`src/rtl/stopwatch_pkg.sv`:
```
// Shared constants and state encoding for the BCD stopwatch controller.
package stopwatch_pkg;

   // Width of one BCD decade digit.
   localparam int DIGIT_W = 4;

   // Highest legal BCD digit value; the digit wraps to 0 after it.
   localparam logic [DIGIT_W-1:0] BCD_MAX = 4'd9;

   // Command FSM states.
   typedef enum logic [1:0] {
      ST_IDLE  = 2'd0,
      ST_RUN   = 2'd1,
      ST_LAP   = 2'd2,
      ST_PAUSE = 2'd3
   } sw_state_e;

endpackage

```
`src/rtl/bcd_digit.sv`:
```
// One BCD decade: counts 0..9 on inc, clears synchronously on clr,
// and signals a carry in the same cycle it wraps from 9 to 0.
module bcd_digit
   import stopwatch_pkg::*;
(
   input  logic               clk,
   input  logic               reset,
   input  logic               inc,
   input  logic               clr,
   output logic [DIGIT_W-1:0] q,
   output logic               carry
);

   logic [DIGIT_W-1:0] q_q;

   // Digit register: clear wins over increment; 9 rolls over to 0.
   always_ff @(posedge clk or negedge reset) begin
      if (!reset) begin
         q_q <= '0;
      end else if (clr) begin
         q_q <= '0;
      end else if (inc) begin
         q_q <= (q_q == BCD_MAX) ? '0 : q_q + 1'b1;
      end
   end

   assign q     = q_q;
   // Carry is combinational so a full chain ripples within one cycle.
   assign carry = inc & (q_q == BCD_MAX);

endmodule

```
`src/rtl/bcd_stopwatch_ctrl.sv`:
```
// Start/stop/lap/clear stopwatch: prescaler, command FSM, lap latch,
// sticky overflow, and a ripple chain of BCD digits.
module bcd_stopwatch_ctrl
   import stopwatch_pkg::*;
#(
   parameter int NUM_DIGITS = 4,
   parameter int PRESCALE   = 10
) (
   input  logic                          clk,
   input  logic                          reset,
   input  logic                          start_stop,
   input  logic                          lap,
   input  logic                          clear,
   output logic [DIGIT_W*NUM_DIGITS-1:0] digits,
   output logic                          running,
   output logic                          lap_active,
   output logic                          tick,
   output logic                          overflow
);

   // Prescaler needs at least one bit even when PRESCALE is 1.
   localparam int             PW         = (PRESCALE > 1) ? $clog2(PRESCALE) : 1;
   localparam logic [PW-1:0]  PRESC_LAST = PW'(PRESCALE - 1);
   localparam int             CW         = DIGIT_W * NUM_DIGITS;

   sw_state_e     state_q;
   logic [PW-1:0] presc_q;
   logic [CW-1:0] latch_q;
   logic          ovf_q;
   logic          tick_q;
   logic          run_q;
   logic          lapact_q;

   logic [NUM_DIGITS-1:0][DIGIT_W-1:0] cnt;
   logic [NUM_DIGITS:0]                inc_c;
   logic [CW-1:0]                      count_flat;
   logic                               active;
   logic                               cnt_inc;
   logic                               cnt_clr;

   // Counting runs in both RUN and LAP; LAP only freezes the display.
   assign active  = (state_q == ST_RUN) || (state_q == ST_LAP);
   assign cnt_inc = active && (presc_q == PRESC_LAST);
   // Clear is honoured only while paused.
   assign cnt_clr = (state_q == ST_PAUSE) && clear;

   assign inc_c[0] = cnt_inc;

   genvar g;
   generate
      for (g = 0; g < NUM_DIGITS; g++) begin : g_digit
         bcd_digit u_digit (
            .clk   (clk),
            .reset (reset),
            .inc   (inc_c[g]),
            .clr   (cnt_clr),
            .q     (cnt[g]),
            .carry (inc_c[g+1])
         );
      end
   endgenerate

   assign count_flat = cnt;

   // Prescaler: advances while counting, holds in PAUSE so a partial
   // interval resumes, and is zeroed when clear sends us back to IDLE.
   always_ff @(posedge clk or negedge reset) begin
      if (!reset) begin
         presc_q <= '0;
      end else if (cnt_clr) begin
         presc_q <= '0;
      end else if (active) begin
         presc_q <= cnt_inc ? '0 : presc_q + 1'b1;
      end
   end

   // Tick pulse trails the increment edge; overflow is sticky until clear.
   always_ff @(posedge clk or negedge reset) begin
      if (!reset) begin
         tick_q <= 1'b0;
         ovf_q  <= 1'b0;
      end else begin
         tick_q <= cnt_inc;
         if (cnt_clr) begin
            ovf_q <= 1'b0;
         end else if (inc_c[NUM_DIGITS]) begin
            ovf_q <= 1'b1;
         end
      end
   end

   // Command FSM with registered status outputs and the lap latch.
   // Priority clear > start_stop > lap falls out of the if/else order.
   always_ff @(posedge clk or negedge reset) begin
      if (!reset) begin
         state_q  <= ST_IDLE;
         latch_q  <= '0;
         run_q    <= 1'b0;
         lapact_q <= 1'b0;
      end else begin
         case (state_q)
            ST_IDLE: begin
               if (start_stop) begin
                  state_q <= ST_RUN;
                  run_q   <= 1'b1;
               end
            end
            ST_RUN: begin
               if (start_stop) begin
                  state_q <= ST_PAUSE;
                  run_q   <= 1'b0;
               end else if (lap) begin
                  // Latch the pre-edge count even if it increments now.
                  state_q  <= ST_LAP;
                  latch_q  <= count_flat;
                  lapact_q <= 1'b1;
               end
            end
            ST_LAP: begin
               if (start_stop) begin
                  state_q  <= ST_PAUSE;
                  run_q    <= 1'b0;
                  lapact_q <= 1'b0;
                  latch_q  <= '0;
               end else if (lap) begin
                  state_q  <= ST_RUN;
                  lapact_q <= 1'b0;
               end
            end
            ST_PAUSE: begin
               if (clear) begin
                  state_q <= ST_IDLE;
               end else if (start_stop) begin
                  state_q <= ST_RUN;
                  run_q   <= 1'b1;
               end
            end
            default: begin
               state_q  <= ST_IDLE;
               run_q    <= 1'b0;
               lapact_q <= 1'b0;
            end
         endcase
      end
   end

   // Display selects between two registers; no path from command inputs.
   assign digits     = lapact_q ? latch_q : count_flat;
   assign running    = run_q;
   assign lap_active = lapact_q;
   assign tick       = tick_q;
   assign overflow   = ovf_q;

endmodule

```
`config.mk`:
```
export PLATFORM = sky130hd
export DESIGN_NAME = bcd_stopwatch_ctrl
export DESIGN_NICKNAME = d
export VERILOG_FILES = /design/src/rtl/stopwatch_pkg.sv /design/src/rtl/bcd_digit.sv /design/src/rtl/bcd_stopwatch_ctrl.sv
export SDC_FILE = /design/constraint.sdc
export NUM_CORES = 1
export LEC_CHECK = 0
export BUFFER_PORTS_ARGS = -buffer_cell sky130_fd_sc_hd__buf_2
export CORE_ASPECT_RATIO = 0.5
export CORE_MARGIN = 2
export CORE_UTILIZATION = 50
export CTS_CLUSTER_DIAMETER = 30
export DETAILED_ROUTE_END_ITERATION = 8
export PLACE_DENSITY = 0.68
export SYNTH_ARGS = -nofsm -noshare
export SYNTH_HDL_FRONTEND = slang
export SYNTH_SLANG_ARGS = --single-unit
```
`constraint.sdc`:
```
create_clock -name clk -period 2.55 [get_ports clk]
set_input_delay 0.51 -clock clk [delete_from_list [all_inputs] [get_ports clk]]
set_output_delay 0.51 -clock clk [all_outputs]
set_load 0.02 [all_outputs]
```
== Yosys cells after proc, flatten, opt, wreduce, memory -nomap -nowiden ==
Cells that the tools add are included.
Word-level totals
  register bits after elaboration: 42
  bits in latches: 0
  memory bits (writable): 0
  ROM bits: 0
  bits of input ports: 5
  logic and storage cells: 89
  memories kept: 0
Cells by class
  add/subtract/negate cells: 5
  $mul: 0
  divide/modulo/power cells: 0
  magnitude comparators: 0
  equal/unequal tests: 15
  shifts and indexed selects: 0
  mux-type cells: 38
  bitwise operators: 4
  reductions and logical operators: 16
Operators with widths (count)
  $mux W16: 4
  $mux W4: 15
  $pmux W16 S2: 1
  $add A4 B1 Y4 const B: 5
  $eq A4 B4 Y1 const B: 5
  $reduce_bool A2 Y1: 7
  $mux W2: 6
  $mux W1: 9
  $ne A2 B2 Y1 const B: 4
  $pmux W2 S4: 1
  $reduce_and A4 Y1: 2
  $ne A3 B3 Y1 const B: 2
  $and A1 B1 Y1: 4
  $eq A2 B2 Y1 const B: 2
  $reduce_and A2 Y1: 2
  $pmux W1 S3: 1
  $eq A2 B1 Y1 const B: 1
  $logic_and A1 B1 Y1: 2
  $logic_not A2 Y1: 1
  $ne A2 B1 Y1 const B: 1
  $pmux W1 S2: 1
  $reduce_or A2 Y1: 1
  $logic_or A1 B1 Y1: 1

== Longest topological paths before layout ==
  depth after elaboration: 9
  mapped depth: 8
  depth with buffers taken out: 7

== Modules after synthesis ==
From an unflattened synthesis, not the netlist that was laid out.
Second synthesis, totals
  cells, all modules: 224
  area, all modules: 2361.0 um^2
By module, submodules not included
  bcd_stopwatch_ctrl: times used 1, cells each 120, area each 1395.1 um^2, sequential area each 650.6 um^2
  bcd_digit: times used 4, cells each 26, area each 241.5 um^2, sequential area each 100.1 um^2

== Worst setup path after synthesis ==
Ideal clock, no wire load.
  path kind: reg2reg
  start point: reg state_q[0]
  end point: reg g_digit[2].u_digit.q_q[3]
  library setup time: 0.082 ns
  arrival: 1.761 ns
  data required time: 2.468 ns
  slack: 0.707 ns
  stages on the path, launching flop included: 9
  period minus slack after synthesis: 1.843 ns
  cell sequence: dfrtp_1 inv_1 ha_1 buf_4 nand4b_2 clkinv_2 nand3_4 or4_1 a31oi_1
Between the ends
  cells in the longest elaborated chain, start to end: 6
Ends and longest elaborated chain
  from (decl): RTL line bcd_stopwatch_ctrl.sv:26  | sw_state_e state_q;
  from (signal assigned): RTL line bcd_stopwatch_ctrl.sv:96  | state_q <= ST_IDLE;
  from (signal assigned): RTL line bcd_stopwatch_ctrl.sv:104  | state_q <= ST_RUN;
  from (signal assigned): RTL line bcd_stopwatch_ctrl.sv:110  | state_q <= ST_PAUSE;
  $eq A2 B1 Y1 / $eq A2 B2 Y1 (equally long branches): RTL line bcd_stopwatch_ctrl.sv:42  | assign active = (state_q == ST_RUN) || (state_q == ST_LAP);
  $logic_or A1 B1 Y1 (*): RTL line bcd_stopwatch_ctrl.sv:42
  $logic_and A1 B1 Y1 (*): RTL line bcd_stopwatch_ctrl.sv:43  | assign cnt_inc = active && (presc_q == PRESC_LAST);
  via cnt_inc: RTL line bcd_stopwatch_ctrl.sv:38  | logic cnt_inc;
  $and A1 B1 Y1 (*) (2 in a row): RTL line bcd_digit.sv:29  | assign carry = inc & (q_q == BCD_MAX);
  $reduce_bool A2 Y1 (no source line) (*)
  to (signal assigned): RTL line bcd_digit.sv:23  | q_q <= (q_q == BCD_MAX) ? '0 : q_q + 1'b1;
  to (decl): RTL line bcd_digit.sv:14  | logic [DIGIT_W-1:0] q_q;
The timed path passes the listed nets; every way through them passes the cells marked *.
A chain may end at the register's enable or synchronous reset.

== Worst setup path after layout ==
  start point: reg lapact_q, in the netlist lap_active
  end point: out digits[6]
Between the ends
  cells in the longest elaborated chain, start to end: 1
Ends and longest elaborated chain
  from (decl): RTL line bcd_stopwatch_ctrl.sv:32  | logic lapact_q;
  from (signal assigned): RTL line bcd_stopwatch_ctrl.sv:99  | lapact_q <= 1'b0;
  from (signal assigned): RTL line bcd_stopwatch_ctrl.sv:116  | lapact_q <= 1'b1;
  from (signal assigned): RTL line bcd_stopwatch_ctrl.sv:123  | lapact_q <= 1'b0;
  $mux W16: RTL line bcd_stopwatch_ctrl.sv:148  | assign digits = lapact_q ? latch_q : count_flat;
  to (decl): RTL line bcd_stopwatch_ctrl.sv:14  | output logic [DIGIT_W*NUM_DIGITS-1:0] digits,
No other way between the ends.

==> flow_metrics.env <==
export IMPL_outcome="completed"
export IMPL_top_usage_layer="met2"
export IMPL_wire_per_inst_um=14.6
export IMPL_vias=1798
export IMPL_critical_path_required_ns=2.04
export IMPL_start_kind="flip-flop"
export IMPL_die_height_um=52.1
export IMPL_period_share=0.898
export IMPL_path_delay_family="flip-flops"
export IMPL_hold_ws_ns=0.0511
export IMPL_fin_skew_ns=0.00679
export IMPL_cts_setup_buffers=0
export IMPL_fp_coreArea_um2=4420
export IMPL_met3_usage=0.0403
export IMPL_rows=17
export IMPL_cp_num_buf_inv=1
export IMPL_ys_top_cells_by_count="dfrtp_1 (42), nand2_1 (26), a21oi_1 (18)"
export IMPL_avgSynthCellArea_um2=9.84
export IMPL_grt_use_total=0.196
export IMPL_synth_edff_count=0
export IMPL_cts_resized=0
export IMPL_drt_wl_total_um=4630
export IMPL_maxSlewViolCount=0
export IMPL_n_fill_cell=390
export IMPL_ant_nets=0
export IMPL_synth_ff_latch_count=42
export IMPL_grt_antenna_before_repair=0
export IMPL_comb_power_share=0.442
export IMPL_h_tree_depth=2
export IMPL_synth_top_area_frac=0.454
export IMPL_use_met1=0.280
export IMPL_power_internal_uw=1800
export IMPL_switching_share=0.427
export IMPL_slowest_delay_ns=0.91
export IMPL_slew_headroom=0.430
export IMPL_gp_congestion=0.759
export IMPL_tns_ns=0
export IMPL_clock_power_share=0.140
export IMPL_syn_to_final_growth_pct=11.4
export IMPL_async_reset_ff_frac=1.00
export IMPL_cts_tree="built"
export IMPL_irDropWorstVdd_mv=0.465
export IMPL_ys_warn_count=0
export IMPL_seqPwrFrac=0.418
export IMPL_syn_cell_area_um2=2310
export IMPL_vias_per_cell=5.65
export IMPL_drt_iter0_markers=57
export IMPL_worstPathArrival_ns=1.78
export IMPL_fin_nets=279
export IMPL_initial_core_util=0.523
export IMPL_fin_crit_ns=2.29
export IMPL_dr_pass1_iters=6
export IMPL_clk_latency_ns=0.29
export IMPL_synthTopCellsByArea="dfrtp_1 (45%), ha_1 (7.6%), a22o_1 (6.1%)"
export IMPL_numPortBuffers=24
export IMPL_die_w_um=100
export IMPL_remaining_drc_errors=0
export IMPL_critPathKind="flip-flop to output port"
export IMPL_place_hpwl_um=3150
export IMPL_power_switching_uw=1340
export IMPL_cts_buffers=5
export IMPL_ys_types=38
export IMPL_root_buffer="clkbuf_8"
export IMPL_syn_inst=235
export IMPL_yosys_area_top_type="dfrtp_1"
export IMPL_n_antenna_cell=0
export IMPL_cp_slowest_cell="dfrtp_1"
export IMPL_crit_chain="mux2_2 > buf_2"
export IMPL_grt_start_max_net_pins=25
export IMPL_timing_critical_path_fanout_max=24
export IMPL_die_area_um2=5220
export IMPL_yosys_most_used_dff="dfrtp_1"
export IMPL_rsz0062_at_grt="false"
export IMPL_pin_count=25
export IMPL_syn_nets=254
export IMPL_use_met2=0.306
export IMPL_finalSetupViolations=0
export IMPL_critical_path_endpoint_type="output port"
export IMPL_clock_tree_buffer_depth=2
export IMPL_clk_pin_slew_worst_paths_ns=0.07
export IMPL_grt_pass1_wl_um=7930
export IMPL_worst_pin_slew_ns=0.856
export IMPL_overflow=0
export IMPL_cts_hold_buffers=0
export IMPL_synth_most_common_cell="dfrtp_1"
export IMPL_final_layout_size_suffix_gt1_frac=0.215
export IMPL_synth_seq_area_share=0.454
export IMPL_grt_pass1_vias=1720
export IMPL_cts_sinks=42
export IMPL_p_leak_uw=0.00126
export IMPL_power_density_nw_per_um2=1220
export IMPL_final_hold_viol_count=0
export IMPL_maxCapViolCount=0
export IMPL_fmax_ghz=0.437
export IMPL_hold_class="input pin to asynchronous set/reset pin"
==> layout make-up <==
class / instances / area, um^2 / area share
inverters: 14 / 53.8 / 0.0209
clock inverters: 1 / 5.00 / 0.00194
clock buffers: 7 / 86.3 / 0.0335
multi-input cells: 168 / 1150 / 0.447
repair buffers: 29 / 158 / 0.0612
flip-flops and latches: 42 / 1050 / 0.408
well taps: 57 / 71.3 / 0.0277
==> cell families (layout without fill, tap and decap cells) <==
group	after synthesis	after routing	synth area share
muxes	14	14	0.0671
and+or+nand+nor	79	79	0.187
DFF	42	42	0.454
xor gates and xnor gates	2	2	0.00757
buffers and inverters	25	51	0.0476
adders and majority gates	14	14	0.0757
AOI/OAI and AO/OA	59	59	0.161
==> state kept, by name (all words and copies together) (netlist names) <==
register	count
g_digit.u_digit.q	16
lap_active	1
latch_q	16
overflow	1
presc_q	4
running	1
state_q	2
tick	1
==> worst paths after layout <==
kind	from	to	slack, ns	cells past startpoint
min in group clk	latch_q[15]$_DFFE_PN0P_	latch_q[15]$_DFFE_PN0P_	0.50	1
max reg2reg	state_q[0]$_DFFE_PN0P_	g_digit[2].u_digit.q[3]$_DFFE_PN0P_	0.45	7
max in group asynchronous	reset	g_digit[3].u_digit.q[3]$_DFFE_PN0P_	2.01	2
max	lap_active$_DFFE_PN0P_	digits[6]	0.26	2
min	reset	running$_DFFE_PN0P_	0.05	1
min reg2reg	latch_q[15]$_DFFE_PN0P_	latch_q[15]$_DFFE_PN0P_	0.50	1
==> power groups by stage <==
| stage | sequential (uW) | combinational [uW] | clock (uW) |
|---|---|---|---|
| after floorplan | 1230 | 1100 | 0 |
| after global placement | 1300 | 1350 | 0 |
| after detailed placement | 1320 | 1380 | 0 |
| after CTS | 1310 | 1400 | 451 |
| after global routing | 1370 | 1570 | 472 |
| final | 1310 | 1390 | 438 |
==> worst reg2reg max path, stage by stage, from the launching register on <==
cell      delay, ns
dfrtp_1        0.40
inv_1          0.08
ha_1           0.45
nand4b_2       0.16
clkinv_2       0.17
nand3_4        0.10
or4_1          0.49
a31oi_1        0.17
==> layer usage <==
| layer | routed length (um) | up-vias |
|---|---|---|
| met5 | 0 | - |
| met3 | 186 | 5 |
| met1 | 2410 | 868 |
| li1 | - | 885 |
| met2 | 1980 | 40 |
| met4 | 51 | 0 |
==> through the flow <==
step	utilization	area (um^2)	std cells	setup slack [ns]	total power [uW]
global route	0.583	2580	318	0.174	3410
floorplan	-	2310	235	0.707	2330
detailed placement	0.562	2490	310	0.475	2700
CTS	0.583	2580	318	0.279	3150
finish	0.583	2580	318	0.260	3140
global placement	0.562	2490	310	0.594	2650
==> placed cells by master (no fill, tap or decap), types with 2 or more instances in the layout <==
cell type / n
nor4_1: 3
a22o_1: 16
a31oi_1: 4
nand3_1: 5
nand2_1: 26
buf_4: 5
dfrtp_1: 42
nor3_1: 5
ha_1: 14
mux2i_1: 2
and2_1: 3
o21ai_0: 17
clkbuf_8: 6
or3_1: 6
buf_2: 24
mux2_2: 12
inv_1: 13
a21oi_1: 18
clkinv_2: 2
and3b_1: 5
nor2_1: 16
Power figures use the tool's default switching activity.
